**src/rtl/dds_gen_pkg.sv**
```systemverilog
// Shared types, widths and the amplitude clamp used by the DDS sample generator.
// The generator and its skid FIFO import everything from here.
package dds_gen_pkg;

  localparam int ACC_W      = 48;
  localparam int PHASE_W    = 16;
  localparam int AMP_W      = 14;
  localparam int PHASE_IN_W = 14;
  localparam int TS_W       = 64;

  typedef enum logic [1:0] {
    IDLE  = 2'd0,
    ARMED = 2'd1,
    RUN   = 2'd2
  } gen_state_t;

  // amp + sign-extended offset in a 16-bit signed sum; the sum cannot reach bit 15
  // from the positive side, so bit 15 means negative and bit 14 means above full scale.
  function automatic logic [AMP_W-1:0] amp_saturate(input logic [AMP_W-1:0] amp,
                                                    input logic [AMP_W-1:0] amp_offset);
    logic signed [AMP_W+1:0] sum;
    sum = signed'({2'b00, amp}) + signed'({{2{amp_offset[AMP_W-1]}}, amp_offset});
    if (sum[AMP_W+1]) begin
      return '0;
    end else if (sum[AMP_W]) begin
      return '1;
    end else begin
      return sum[AMP_W-1:0];
    end
  endfunction

endpackage

```
**src/rtl/dds_skid_fifo.sv**
```systemverilog
// Two-entry synchronous FIFO; a push into a full FIFO is accepted when a pop
// happens on the same edge.
module dds_skid_fifo
  import dds_gen_pkg::*;
#(
  parameter int WIDTH = 32
) (
  input  logic             clk,
  input  logic             reset,
  input  logic             push,
  input  logic [WIDTH-1:0] push_data,
  input  logic             pop,
  output logic [WIDTH-1:0] head,
  output logic             full,
  output logic             empty
);

  logic       wr_ptr;
  logic       rd_ptr;
  logic [1:0] count;
  logic       do_push;
  logic       do_pop;

  assign empty   = (count == 2'd0);
  assign full    = (count == 2'd2);
  assign do_pop  = pop && !empty;
  assign do_push = push && (!full || do_pop);

  always_ff @(posedge clk) begin
    if (reset) begin
      wr_ptr <= 1'b0;
      rd_ptr <= 1'b0;
      count  <= 2'd0;
    end else begin
      if (do_push) wr_ptr <= ~wr_ptr;
      if (do_pop)  rd_ptr <= ~rd_ptr;
      count <= count + 2'(do_push) - 2'(do_pop);
    end
  end

  for (genvar gi = 0; gi < 2; gi++) begin : g_entry
    logic [WIDTH-1:0] data;
    always_ff @(posedge clk) begin
      if (reset) begin
        data <= '0;
      end else if (do_push && (wr_ptr == 1'(gi))) begin
        data <= push_data;
      end
    end
  end

  assign head = rd_ptr ? g_entry[1].data : g_entry[0].data;

endmodule

```
**src/rtl/dds_sample_gen.sv**
```systemverilog
// Timestamp-aligned phase accumulator emitting one phase/amplitude word per cycle;
// backpressure beyond the 2-entry skid FIFO drops samples instead of stalling time.
module dds_sample_gen
  import dds_gen_pkg::*;
#(
  parameter int ACC_WIDTH       = ACC_W,
  parameter int PHASE_OUT_WIDTH = PHASE_W,
  parameter int AMP_WIDTH       = AMP_W,
  parameter int DROP_CNT_WIDTH  = 16
) (
  input  logic                                  CLK100MHZ,
  input  logic                                  reset,
  input  logic                                  run_en,
  input  logic [ACC_WIDTH-1:0]                  freq,
  input  logic [AMP_WIDTH-1:0]                  amp,
  input  logic [PHASE_IN_W-1:0]                 phase,
  input  logic [AMP_WIDTH-1:0]                  amp_offset,
  input  logic [TS_W-1:0]                       time_offset,
  input  logic [TS_W-1:0]                       timestamp,
  output logic [AMP_WIDTH+PHASE_OUT_WIDTH+1:0]  m_tdata,
  output logic                                  m_tvalid,
  input  logic                                  m_tready,
  output logic [1:0]                            state,
  output logic                                  overflow,
  output logic [DROP_CNT_WIDTH-1:0]             drop_count
);

  localparam int DATA_W = AMP_WIDTH + PHASE_OUT_WIDTH + 2;

  gen_state_t                 cur_state;
  gen_state_t                 next_state;
  logic [ACC_WIDTH-1:0]       acc;
  logic [ACC_WIDTH-1:0]       acc_next;
  logic [TS_W-1:0]            t_ref;
  logic [PHASE_OUT_WIDTH-1:0] phase_word;
  logic                       s1_valid;
  logic [DATA_W-1:0]          s1_data;
  logic                       fifo_full;
  logic                       fifo_empty;
  logic                       pop;
  logic                       drop;

  always_comb begin
    next_state = cur_state;
    acc_next   = acc;
    case (cur_state)
      IDLE: begin
        acc_next = '0;
        if (run_en) next_state = ARMED;
      end
      ARMED: begin
        if (timestamp >= time_offset) begin
          next_state = RUN;
          acc_next   = '0;
        end
      end
      RUN: begin
        // A moved alignment target re-arms with the phase frozen until the new match.
        if (time_offset != t_ref) next_state = ARMED;
        else                      acc_next   = acc + freq;
      end
      default: begin
        next_state = IDLE;
        acc_next   = '0;
      end
    endcase
    if (!run_en) begin
      next_state = IDLE;
      acc_next   = '0;
    end
  end

  always_ff @(posedge CLK100MHZ) begin
    if (reset) begin
      cur_state <= IDLE;
      acc       <= '0;
      t_ref     <= '0;
    end else begin
      cur_state <= next_state;
      acc       <= acc_next;
      if (cur_state == ARMED) t_ref <= time_offset;
    end
  end

  assign phase_word = acc[ACC_WIDTH-1 -: PHASE_OUT_WIDTH]
                    + {phase, {(PHASE_OUT_WIDTH-PHASE_IN_W){1'b0}}};

  always_ff @(posedge CLK100MHZ) begin
    if (reset) begin
      s1_valid <= 1'b0;
      s1_data  <= '0;
    end else begin
      s1_valid <= (cur_state == RUN);
      s1_data  <= {2'b00, amp_saturate(amp, amp_offset), phase_word};
    end
  end

  assign pop      = m_tvalid && m_tready;
  assign m_tvalid = !fifo_empty;
  assign drop     = s1_valid && fifo_full && !pop;
  assign state    = cur_state;

  dds_skid_fifo #(
    .WIDTH (DATA_W)
  ) u_fifo (
    .clk       (CLK100MHZ),
    .reset     (reset),
    .push      (s1_valid),
    .push_data (s1_data),
    .pop       (pop),
    .head      (m_tdata),
    .full      (fifo_full),
    .empty     (fifo_empty)
  );

  always_ff @(posedge CLK100MHZ) begin
    if (reset) begin
      overflow   <= 1'b0;
      drop_count <= '0;
    end else if (drop) begin
      overflow <= 1'b1;
      if (drop_count != '1) drop_count <= drop_count + DROP_CNT_WIDTH'(1);
    end
  end

endmodule
```
**config.mk**
```make
export PLATFORM = sky130hd
export DESIGN_NAME = dds_sample_gen
export DESIGN_NICKNAME = d
export VERILOG_FILES = /design/src/rtl/dds_gen_pkg.sv /design/src/rtl/dds_skid_fifo.sv /design/src/rtl/dds_sample_gen.sv
export SDC_FILE = /design/constraint.sdc
export NUM_CORES = 1
export LEC_CHECK = 0
export ABC_AREA = 1
export BUFFER_PORTS_ARGS = -buffer_cell sky130_fd_sc_hd__clkbuf_2
export CAP_MARGIN = 20
export CORE_MARGIN = 3
export CORE_UTILIZATION = 40
export DETAILED_ROUTE_END_ITERATION = 12
export MAX_ROUTING_LAYER = met4
export PLACE_DENSITY = 0.71
export SETUP_SLACK_MARGIN = 0.1
export SYNTH_ARGS = -nofsm -noshare
export SYNTH_HDL_FRONTEND = slang
export SYNTH_SLANG_ARGS = --single-unit
```
**constraint.sdc**
```tcl
create_clock -name CLK100MHZ -period 2.7 [get_ports CLK100MHZ]
set_clock_uncertainty 0.2 [all_clocks]
set_input_delay 0.27 -clock CLK100MHZ [delete_from_list [all_inputs] [get_ports CLK100MHZ]]
set_output_delay 0.27 -clock CLK100MHZ [all_outputs]
set_load 0.1 [all_outputs]
```
==> flow_summary_export.csv, run 1 <==
group,metric,value,unit
cells_and_area,syn_to_final_growth,25.1,%
drt,wl,50500,um
cells_and_area,final_cell_mix,"nand2_1 (478), inv_1 (313), a21oi_1 (287), nor2_1 (266), clkbuf_2 (260)",
timing,layout_min_cycle_time,2.53,ns
timing,timing.final.crit_share,0.936,
yosys,synth.distinct_cells,42,
power_and_ir_drop,p_seq_frac,0.393,
clock_tree,numCtsBuffers,28,
floorplan,ios,274,
floorplan,fp.dieArea,41100,sq um
cells_and_area,ff_latch_area,4530,sq um
timing,worstMarginPinSlew,1.08,ns
global_routing,grt_start_max_net_pins,152,
global_routing,grt_pass1_wl,78000,um
yosys,netlist_instances,2370,
clock_tree,h-tree-depth,1,
timing,drv_slew,0,
clock_tree,clk_pin_slew,0.06,ns
drt,vias_per_cell,5.18,
timing,fmax,396,MHz
drt,ant_nets,0,
yosys,yosys_most_used_dff,"dfxtp_1",
critical_path,cp_num_buf_inv,6,
critical_path,cpMaxStageDelayCell,"dlygate4sd3_1",
floorplan,die_w,203,um
global_routing,grt_pass1_vias,15802,
critical_path,cp_top_family,"buffers and inverters",
critical_path,critPathMaxFanout,9,
power_and_ir_drop,p_comb_frac,0.197,
power_and_ir_drop,p_leak,9.65,nW
min_path,hold_class,"in -> reg",
drt,via_count,16779,
floorplan,core_area,37900,sq um
critical_path,worstSetupPathType,"in -> reg",
floorplan,rows,71,
yosys,postSynth.asyncResetShare,0,
drt,wire_per_inst,15.6,um
timing,layout_setup_ws,0.174,ns
timing,max_slew_margin,0.279,
yosys,synth_adder_area_share,0.119,
global_routing,grt_overflow_total,0,
yosys,yosys_warnings,0,
yosys,avgSynthCellArea,6.54,sq um
floorplan,die_h,203,um
critical_path,path_cells,"dlygate4sd3_1 > buf_2 > inv_1 > ha_1 > nand2_1 > inv_1 > nand3_2 > nor3_2 > nand3_1 > nor3b_2 > nand2_1 > nand2_4 > buf_12 > clkbuf_16 > nand3_1 > a21oi_1",
cells_and_area,multi_input_area,9520,sq um
clock_tree,cts.path.max_buffers,3,
timing,final_hold_viol_count,0,
global_routing,track_usage,0.236,
timing,grt_setup_unrepaired,"true",
flow_run,maxCapViolations,0,
drt,drt-pass1-iter-count,6,
power_and_ir_drop,switching_share,0.300,
min_path,whs_path_depth,5,
placement,gp_congestion,0.946,
clock_tree,clkLatencyLatePin,0.56,ns
critical_path,end_kind,"flop",
yosys,ys_seq_elements,226,
clock_tree,cts_root_buffer,"clkbuf_16",
yosys,synth_mux_area_frac,0,
drt,drt_iter0_markers,1113,
yosys,synthXorXnorAreaFrac,0.0373,
global_routing,antenna_found_initial,1,
yosys,synth_compound_area_frac,0.190,
placement,hpwl,37200,um
yosys,synth-simple-area-share,0.262,
yosys,synth_area,15500,sq um
timing,setup_viol,0,
yosys,synth_top_family_by_area,"simple AND/OR/NAND/NOR gates",
clock_tree,cts_tree,"done",
clock_tree,numClockSinks,226,
power_and_ir_drop,ir_worst_vdd,0.376,mV
cells_and_area,final_common_cell,"nand2_1",
power_and_ir_drop,switching_power,2.73,mW
critical_path,arrival,2.80,ns
power_and_ir_drop,clockPowerShare,0.409,
critical_path,cp.depth,16,
critical_path,setup.worst_path.start_class,"input port",
drt,drc_errors,0,
cells_and_area,final_area,19400,sq um
power_and_ir_drop,power.internal,6.37,mW
critical_path,critPathRequiredTime,2.97,ns
placement,portBuffers,271,
critical_path,rr_worst_depth,12,
yosys,synth-edff-count,0,
power_and_ir_drop,power.density,469,nW/um^2
floorplan,initial_core_util,0.409,
cells_and_area,layout-drive-gt1-share,0.137,
placement,post-place-ws,0.132,ns
placement,dpl_cell_area,17400,sq um
cells_and_area,n_fill_cell,3721,
power_and_ir_drop,total_power,9.10,mW
run_status,status,"finished, final reports clean",
cells_and_area,final_nets,3075,
yosys,yosysSeqAreaShare,0.292,
critical_path,cp_slowest_stage_delay,0.54,ns
## synthesized netlist by cell type (all sizes together) (3+ instances only)
cell type    n  area share
fa           3      0.0039
a31oi        8      0.0032
or2          9      0.0036
nand3      122       0.039
nand2      482        0.12
buf         20      0.0094
ha         142        0.11
o21bai       8      0.0039
nor3        25      0.0084
inv        314       0.076
nor4         8      0.0032
a21o        10      0.0048
xor2        25       0.014
o21ai      237       0.077
nand3b      24       0.012
nand4       29       0.012
a21boi       6      0.0029
clkbuf      56       0.014
o21a         6      0.0029
a21oi      288       0.093
xnor2       41       0.023
nor2       271       0.066
dfxtp      226        0.29
## logic make-up (layout without fill, tap and decap cells)
group,Yosys count,in the layout
xor+xnor,66,66
compound gates,568,568
fa+ha+maj,145,145
buf+inv,392,750
other cells,1,3
simple gates,972,972
flops,226,226
## power groups by stage
stage                     clock (mW)  sequential [mW]  combinational, mW
final                           3.72             3.58               1.79
after global routing            3.96             3.59               1.99
after CTS                       3.84             3.57               1.73
after detailed placement           0             3.64               1.62
after global placement             0             3.64               1.59
after floorplan                    0             3.61               1.13
## per-layer routing
layer	wire length, um	track usage
met5	0	-
met4	1620	0.0742
met3	3510	0.0337
met2	23300	0.392
met1	22100	0.297
## final timing paths
path | from | to | slack (ns)
setup reg to reg | acc[42]$_SDFFE_PP0P_ | acc[47]$_SDFFE_PP0P_ | 0.25
hold reg to reg | u_fifo.g_entry[0].data[15]$_SDFFE_PP0P_ | u_fifo.g_entry[0].data[15]$_SDFFE_PP0P_ | 0.25
setup / recovery | time_offset[46] | acc[12]$_SDFFE_PP0P_ | 0.17
hold / removal | amp_offset[4] | s1_data[20]$_SDFF_PP0_ | 0.04
## what timing repair did
item	in CTS	in global routing
cloned	0	3
gates resized for setup	5	26
hold buffers	85	0
setup endpoints to repair	5	66
hold endpoints to repair	89	0
pin swaps	0	6
buffers inserted	0	2
## tightest hold or removal path: stages
cell,delay [ns]
clkbuf_2,0.08
ha_1,0.18
xor2_1,0.08
nor2_1,0.09
nor2_1,0.05
## registers in the layout (all words and copies together), names as in the netlist
signal               cells
overflow                 1
drop_count              16
state                    2
t_ref                   64
u_fifo.count             2
s1_valid                 1
u_fifo.rd_ptr            1
u_fifo.g_entry.data     60
u_fifo.wr_ptr            1
s1_data                 30
acc                     48
## through the flow
| step | TNS, ns | std cells | hold WS (ns) | utilization |
|---|---|---|---|---|
| CTS | 0 | 3234 | 0.00108 | 0.506 |
| detailed placement | 0 | 3098 | 0.239 | 0.459 |
| global placement | 0 | 3098 | 0.234 | 0.459 |
| finish | 0 | 3241 | 0.0361 | 0.511 |
| global route | 0 | 3241 | 0.0288 | 0.511 |
| floorplan | -14.91 | 2371 | 0.212 | - |
## area by class of cell
cell class                 count  area share
tap                          511      0.0330
sequential                   226       0.234
antenna                        1    0.000129
inverter                     316      0.0615
clock inverter                14     0.00613
timing repair buffer         383       0.133
multi-input combinational   1753       0.491
clock buffer                  37      0.0415
Note: power is estimated with default switching activity, not from simulation.
==> run 2: changes to the inputs <==
--- a/config.mk
+++ b/config.mk
@@ -13,5 +13,4 @@
 export DETAILED_ROUTE_END_ITERATION = 12
 export MAX_ROUTING_LAYER = met4
-export PLACE_DENSITY = 0.71
 export SETUP_SLACK_MARGIN = 0.1
 export SYNTH_ARGS = -nofsm -noshare
==> constraint.sdc (replaced) <==
create_clock -name CLK100MHZ -period 2.7 [get_ports CLK100MHZ]
set_clock_uncertainty 0.2 [all_clocks]
set_input_delay 0.135 -clock CLK100MHZ [delete_from_list [all_inputs] [get_ports CLK100MHZ]]
set_output_delay 0.135 -clock CLK100MHZ [all_outputs]
set_load 0.1 [all_outputs]
==> run 2 against run 1 <==
Against the previous run:
- total power is 1.8% higher
- critical path type is now reg -> reg
- fmax is 0.22% lower
- largest power group unchanged
- combinational power is 4% higher
==> flow_summary_export.csv, run 2 (synthesis gave the netlist of run 1 again) <==
group,metric,value,unit
run_status,status,"finished, final reports clean",
timing,drv_slew,0,
timing,setup_viol,0,
cells_and_area,finish.utilization,0.527,
critical_path,cp_slowest_stage_delay,0.57,ns
critical_path,critPathRequiredTime,2.95,ns
clock_tree,clk_pin_slew,0.07,ns
critical_path,end_kind,"flop",
cells_and_area,final_common_cell,"nand2_1",
cells_and_area,syn_to_final_growth,28.9,%
global_routing,antenna_found_initial,2,
timing,final_hold_viol_count,0,
cells_and_area,layout-drive-gt1-share,0.130,
timing,fmax,395,MHz
global_routing,grt_pass1_vias,15987,
drt,vias_per_cell,5.01,
flow_run,maxCapViolations,0,
power_and_ir_drop,clockPowerShare,0.413,
cells_and_area,n_fill_cell,3844,
critical_path,arrival,2.78,ns
drt,wire_per_inst,15.2,um
placement,hpwl,37800,um
floorplan,rows,71,
placement,portBuffers,271,
power_and_ir_drop,switching_share,0.294,
floorplan,ios,274,
cells_and_area,multi_input_area,9480,sq um
cells_and_area,fin_cells,3307,
clock_tree,numClockSinks,226,
global_routing,grt_pass1_wl,80100,um
cells_and_area,top_register,"t_ref",
critical_path,path_cells,"ha_1 > a21o_1 > nor2_2 > nor2_1 > o22ai_1 > inv_1 > o21ai_0 > a21oi_1 > dlygate4sd3_1",
floorplan,die_w,203,um
cells_and_area,largest_register_ff_count,64,
drt,drc_errors,0,
floorplan,fp.dieArea,41100,sq um
cells_and_area,largestRegisters,"t_ref: 64 flops, u_fifo.g_entry.data: 60 flops, acc: 48 flops",
power_and_ir_drop,power.density,464,nW/um^2
critical_path,ff2ff_setup_slack,0.17,ns
placement,dp.cells,3096,
timing,layout_min_cycle_time,2.53,ns
min_path,hold_class,"in -> reg",
min_path,whs_path_depth,7,
cells_and_area,final_cell_mix,"nand2_1 (479), inv_1 (313), a21oi_1 (288), clkbuf_2 (271), nor2_1 (267)",
power_and_ir_drop,p_seq_frac,0.385,
placement,post-place-ws,0.238,ns
power_and_ir_drop,ir_worst_vdd,0.604,mV
timing,max_slew_margin,0.489,
clock_tree,h-tree-depth,1,
global_routing,track_usage,0.243,
drt,drt_iter0_markers,984,
power_and_ir_drop,total_power,9.26,mW
placement,dpl_cell_area,17400,sq um
global_routing,grt_overflow_total,0,
power_and_ir_drop,p_comb_frac,0.202,
floorplan,initial_core_util,0.409,
cells_and_area,final_nets,3140,
power_and_ir_drop,switching_power,2.72,mW
critical_path,rr_worst_depth,9,
drt,ant_nets,0,
timing,timing.final.crit_share,0.938,
drt,wl,50200,um
clock_tree,cts_tree,"done",
critical_path,setup.worst_path.start_class,"flop",
placement,gp_congestion,0.978,
critical_path,cpMaxStageDelayCell,"dlygate4sd3_1",
cells_and_area,ff_latch_area,4530,sq um
critical_path,cp_top_family,"buffers and inverters",
min_path,holdPathEnd,"acc[4]$_SDFFE_PP0P_",
clock_tree,cts.path.max_buffers,3,
clock_tree,numCtsBuffers,28,
drt,drt-pass1-iter-count,5,
power_and_ir_drop,p_leak,9.91,nW
global_routing,grt_start_max_net_pins,152,
critical_path,worstSetupPathType,"reg -> reg",
critical_path,cp_num_buf_inv,2,
clock_tree,clkLatencyLatePin,0.57,ns
timing,grt_setup_unrepaired,"true",
timing,fin_tns_setup,0,ns
critical_path,critPathMaxFanout,5,
power_and_ir_drop,power.internal,6.54,mW
timing,worstMarginPinSlew,0.765,ns
min_path,hold_start,"freq[4]",
floorplan,core_area,37900,sq um
timing,whs,0.0314,ns
critical_path,reg2reg_to,"s1_data[11]$_SDFF_PP0_",
clock_tree,cts_root_buffer,"clkbuf_16",
critical_path,rr_startpoint,"acc[38]$_SDFFE_PP0P_",
drt,via_count,16576,
cells_and_area,final_area,20000,sq um
floorplan,die_h,203,um
timing,layout_setup_ws,0.168,ns
run 2: power groups by stage:
stage | combinational [mW] | clock, mW | sequential, mW
floorplan | 1.13 | 0 | 3.61
global placement | 1.60 | 0 | 3.63
detailed placement | 1.62 | 0 | 3.64
CTS | 1.84 | 3.95 | 3.57
global route | 2.08 | 4.07 | 3.58
finish | 1.87 | 3.82 | 3.57
run 2: timing repair:
action                                  in CTS  in global routing
endpoints found under the setup margin       0                 29
hold buffers                               154                  0
gates resized for setup                      0                 16
buffers inserted                             0                  2
hold endpoints to repair                   137                  0
run 2: cell type report:
cell class,count,share of cell area
clock buffers,41,0.0405
inverters,316,0.0595
diodes,2,0.000251
multi-input cells,1753,0.475
repair buffers,448,0.160
well taps,511,0.0320
flip-flops and latches,226,0.227
clock inverters,10,0.00695
run 2: worst register-to-register path, stage by stage, from the launching register on:
cell,delay (ns)
dfxtp_1,0.41
ha_1,0.31
a21o_1,0.20
nor2_2,0.15
nor2_1,0.06
o22ai_1,0.19
inv_1,0.09
o21ai_0,0.16
a21oi_1,0.07
dlygate4sd3_1,0.57
run 2: per-layer routing:
layer | part of all wire | up-vias | track usage
li1 | - | 8582 | -
met1 | 0.46 | 7463 | 0.312
met2 | 0.46 | 424 | 0.400
met3 | 0.048 | 107 | 0.0295
met4 | 0.034 | 0 | 0.0775
met5 | 0 | - | -
run 2: worst max-delay path by stage:
stage,startpoint,to,depth (start not counted)
floorplan,u_fifo.rd_ptr$_SDFFE_PP0P_,m_tdata[20],3
global placement,acc[0]$_SDFFE_PP0P_,acc[44]$_SDFFE_PP0P_,13
detailed placement,acc[0]$_SDFFE_PP0P_,acc[44]$_SDFFE_PP0P_,13
CTS,acc[36]$_SDFFE_PP0P_,s1_data[11]$_SDFF_PP0_,10
global route,acc[38]$_SDFFE_PP0P_,s1_data[11]$_SDFF_PP0_,9
finish,acc[38]$_SDFFE_PP0P_,s1_data[11]$_SDFF_PP0_,9
==> run 3: changes to the inputs <==
- PLACE_DENSITY_LB_ADDON: not set -> 0.12
==> run 3 against run 2 <==
Against the previous run:
- sequential share of layout area rose by 0.14 points
- die area stayed put
- largest power group unchanged
- flip-flop and latch count did not move
- clock power fell by 4%
- critical path type unchanged
- wire length rose by 1.5%
- final cell count is 0.45% lower
- clock-buffer cell count is 3 higher
- fmax rose by 2.4%
- highest routed layer unchanged
- sequential power about the same
- largest cell class unchanged
- utilization fell by 0.33 points
- combinational power about the same
- worst hold slack got worse by 0.020 ns
==> flow_summary_export.csv, run 3 (synthesis gave the netlist of run 1 again) <==
group,metric,value,unit
cells_and_area,n_fill_cell,3844,
power_and_ir_drop,ir_worst_vdd,0.331,mV
drt,drt-pass1-iter-count,5,
power_and_ir_drop,switching_power,2.66,mW
timing,layout_setup_ws,0.228,ns
power_and_ir_drop,clockPowerShare,0.403,
placement,portBuffers,271,
timing,setup_viol,0,
floorplan,die_h,203,um
floorplan,rows,71,
timing,worstMarginPinSlew,0.625,ns
cells_and_area,largestRegisters,"t_ref: 64 flops, u_fifo.g_entry.data: 60 flops, acc: 48 flops",
timing,max_slew_margin,0.585,
clock_tree,numClockSinks,226,
floorplan,die_w,203,um
global_routing,grt_overflow_total,0,
drt,drt_iter0_markers,958,
critical_path,worstSetupPathType,"reg -> reg",
clock_tree,cts.path.max_buffers,3,
timing,grt_setup_unrepaired,"true",
global_routing,grt_start_max_net_pins,129,
cells_and_area,finish.utilization,0.523,
timing,fin_tns_setup,0,ns
clock_tree,numCtsBuffers,28,
drt,drc_errors,0,
power_and_ir_drop,p_seq_frac,0.391,
floorplan,ios,274,
timing,final_hold_viol_count,0,
global_routing,track_usage,0.244,
placement,gp_congestion,0.944,
floorplan,core_area,37900,sq um
cells_and_area,syn_to_final_growth,28.1,%
drt,wl,50900,um
run_status,status,"finished, final reports clean",
floorplan,initial_core_util,0.409,
power_and_ir_drop,power.internal,6.42,mW
cells_and_area,final_common_cell,"nand2_1",
power_and_ir_drop,p_leak,9.86,nW
cells_and_area,final_cell_mix,"nand2_1 (478), inv_1 (313), a21oi_1 (288), nor2_1 (265), clkbuf_2 (261)",
floorplan,fp.dieArea,41100,sq um
timing,fmax,404,MHz
cells_and_area,largest_register_ff_count,64,
timing,layout_min_cycle_time,2.47,ns
critical_path,critPathMaxFanout,6,
power_and_ir_drop,p_comb_frac,0.206,
clock_tree,clkLatencyLatePin,0.55,ns
power_and_ir_drop,switching_share,0.293,
drt,wire_per_inst,15.5,um
critical_path,arrival,2.70,ns
critical_path,end_kind,"flop",
cells_and_area,layout-drive-gt1-share,0.131,
cells_and_area,top_register,"t_ref",
global_routing,grt_pass1_wl,80200,um
clock_tree,cts_tree,"done",
drt,vias_per_cell,5.03,
clock_tree,h-tree-depth,1,
timing,timing.final.crit_share,0.916,
power_and_ir_drop,power.density,457,nW/um^2
clock_tree,clk_pin_slew,0.06,ns
cells_and_area,fin_cells,3292,
global_routing,grt_pass1_vias,15838,
drt,via_count,16550,
clock_tree,cts_root_buffer,"clkbuf_16",
cells_and_area,final_nets,3128,
global_routing,antenna_found_initial,2,
drt,ant_nets,0,
flow_run,maxCapViolations,0,
critical_path,setup.worst_path.start_class,"flop",
critical_path,critPathRequiredTime,2.92,ns
placement,dp.cells,3097,
placement,post-place-ws,0.140,ns
power_and_ir_drop,total_power,9.08,mW
placement,hpwl,38100,um
timing,drv_slew,0,
min_path,hold_class,"in -> reg",
==> run 3: cell types whose count changed in the layout (fill, tap and decap cells not counted), sizes merged <==
cell,delta
clkinv,-5
dlygate4sd3,-16
clkbuf,+5
inv,+1
bufinv,-2
buf,+2
==> run 3: timing repair <==
item,CTS,global route
hold buffers,138,0
endpoints found under the setup margin,0,60
gates resized for setup,0,35
setup buffers,0,3
hold endpoints to repair,125,0
==> run 3: final timing paths <==
| path | end | slack, ns | cells past startpoint | start |
|---|---|---|---|---|
| worst max-delay path | acc[47]$_SDFFE_PP0P_ | 0.23 | 12 | acc[41]$_SDFFE_PP0P_ |
| worst min-delay path | acc[9]$_SDFFE_PP0P_ | 0.01 | 6 | freq[9] |
| worst max register to register | acc[47]$_SDFFE_PP0P_ | 0.23 | 12 | acc[41]$_SDFFE_PP0P_ |
| worst min register to register | u_fifo.g_entry[0].data[21]$_SDFFE_PP0P_ | 0.24 | 2 | u_fifo.g_entry[0].data[21]$_SDFFE_PP0P_ |
==> run 3: final cells by class <==
type,instances,area [sq um],area share
antenna,2,5.00,0.000252
clock buffer,44,872,0.0439
clock inverter,4,22.5,0.00113
inverter,316,1190,0.0598
multi-input combinational,1753,9490,0.478
sequential,226,4530,0.228
tap,511,639,0.0322
timing repair buffer,436,3110,0.157
==> run 3: power by group through the flow <==
stage	clock [mW]	combinational (mW)	sequential, mW
after floorplan	0	1.13	3.61
after global placement	0	1.61	3.62
after detailed placement	0	1.63	3.62
after CTS	3.77	1.82	3.55
after global routing	3.89	2.09	3.56
final	3.66	1.87	3.55
==> run 3: layer usage <==
metal / share of wire / wire length [um] / GRT usage / vias up
met5: 0 / 0 / - / -
li1: - / - / - / 8558
met1: 0.46 / 23600 / 0.325 / 7478
met3: 0.054 / 2730 / 0.0263 / 84
met4: 0.028 / 1420 / 0.0668 / 0
met2: 0.46 / 23200 / 0.396 / 430
==> run 3: worst max-delay path, stage by stage (launching register included) <==
cell,delay (ns)
dfxtp_1,0.34
ha_1,0.40
nand2_1,0.14
inv_1,0.10
nand2_1,0.09
nor3_1,0.35
nand2_1,0.19
nor2_1,0.12
nand2_1,0.11
nand3_1,0.11
nand2_1,0.05
nand3_1,0.08
a21oi_1,0.07
==> run 3: stage by stage <==
step                hold WS, ns  area, sq um
CTS                     0.00157        19600
detailed placement        0.213        17400
global route             0.0523        19800
global placement          0.204        17400
finish                   0.0109        19800
floorplan                0.0771        15500
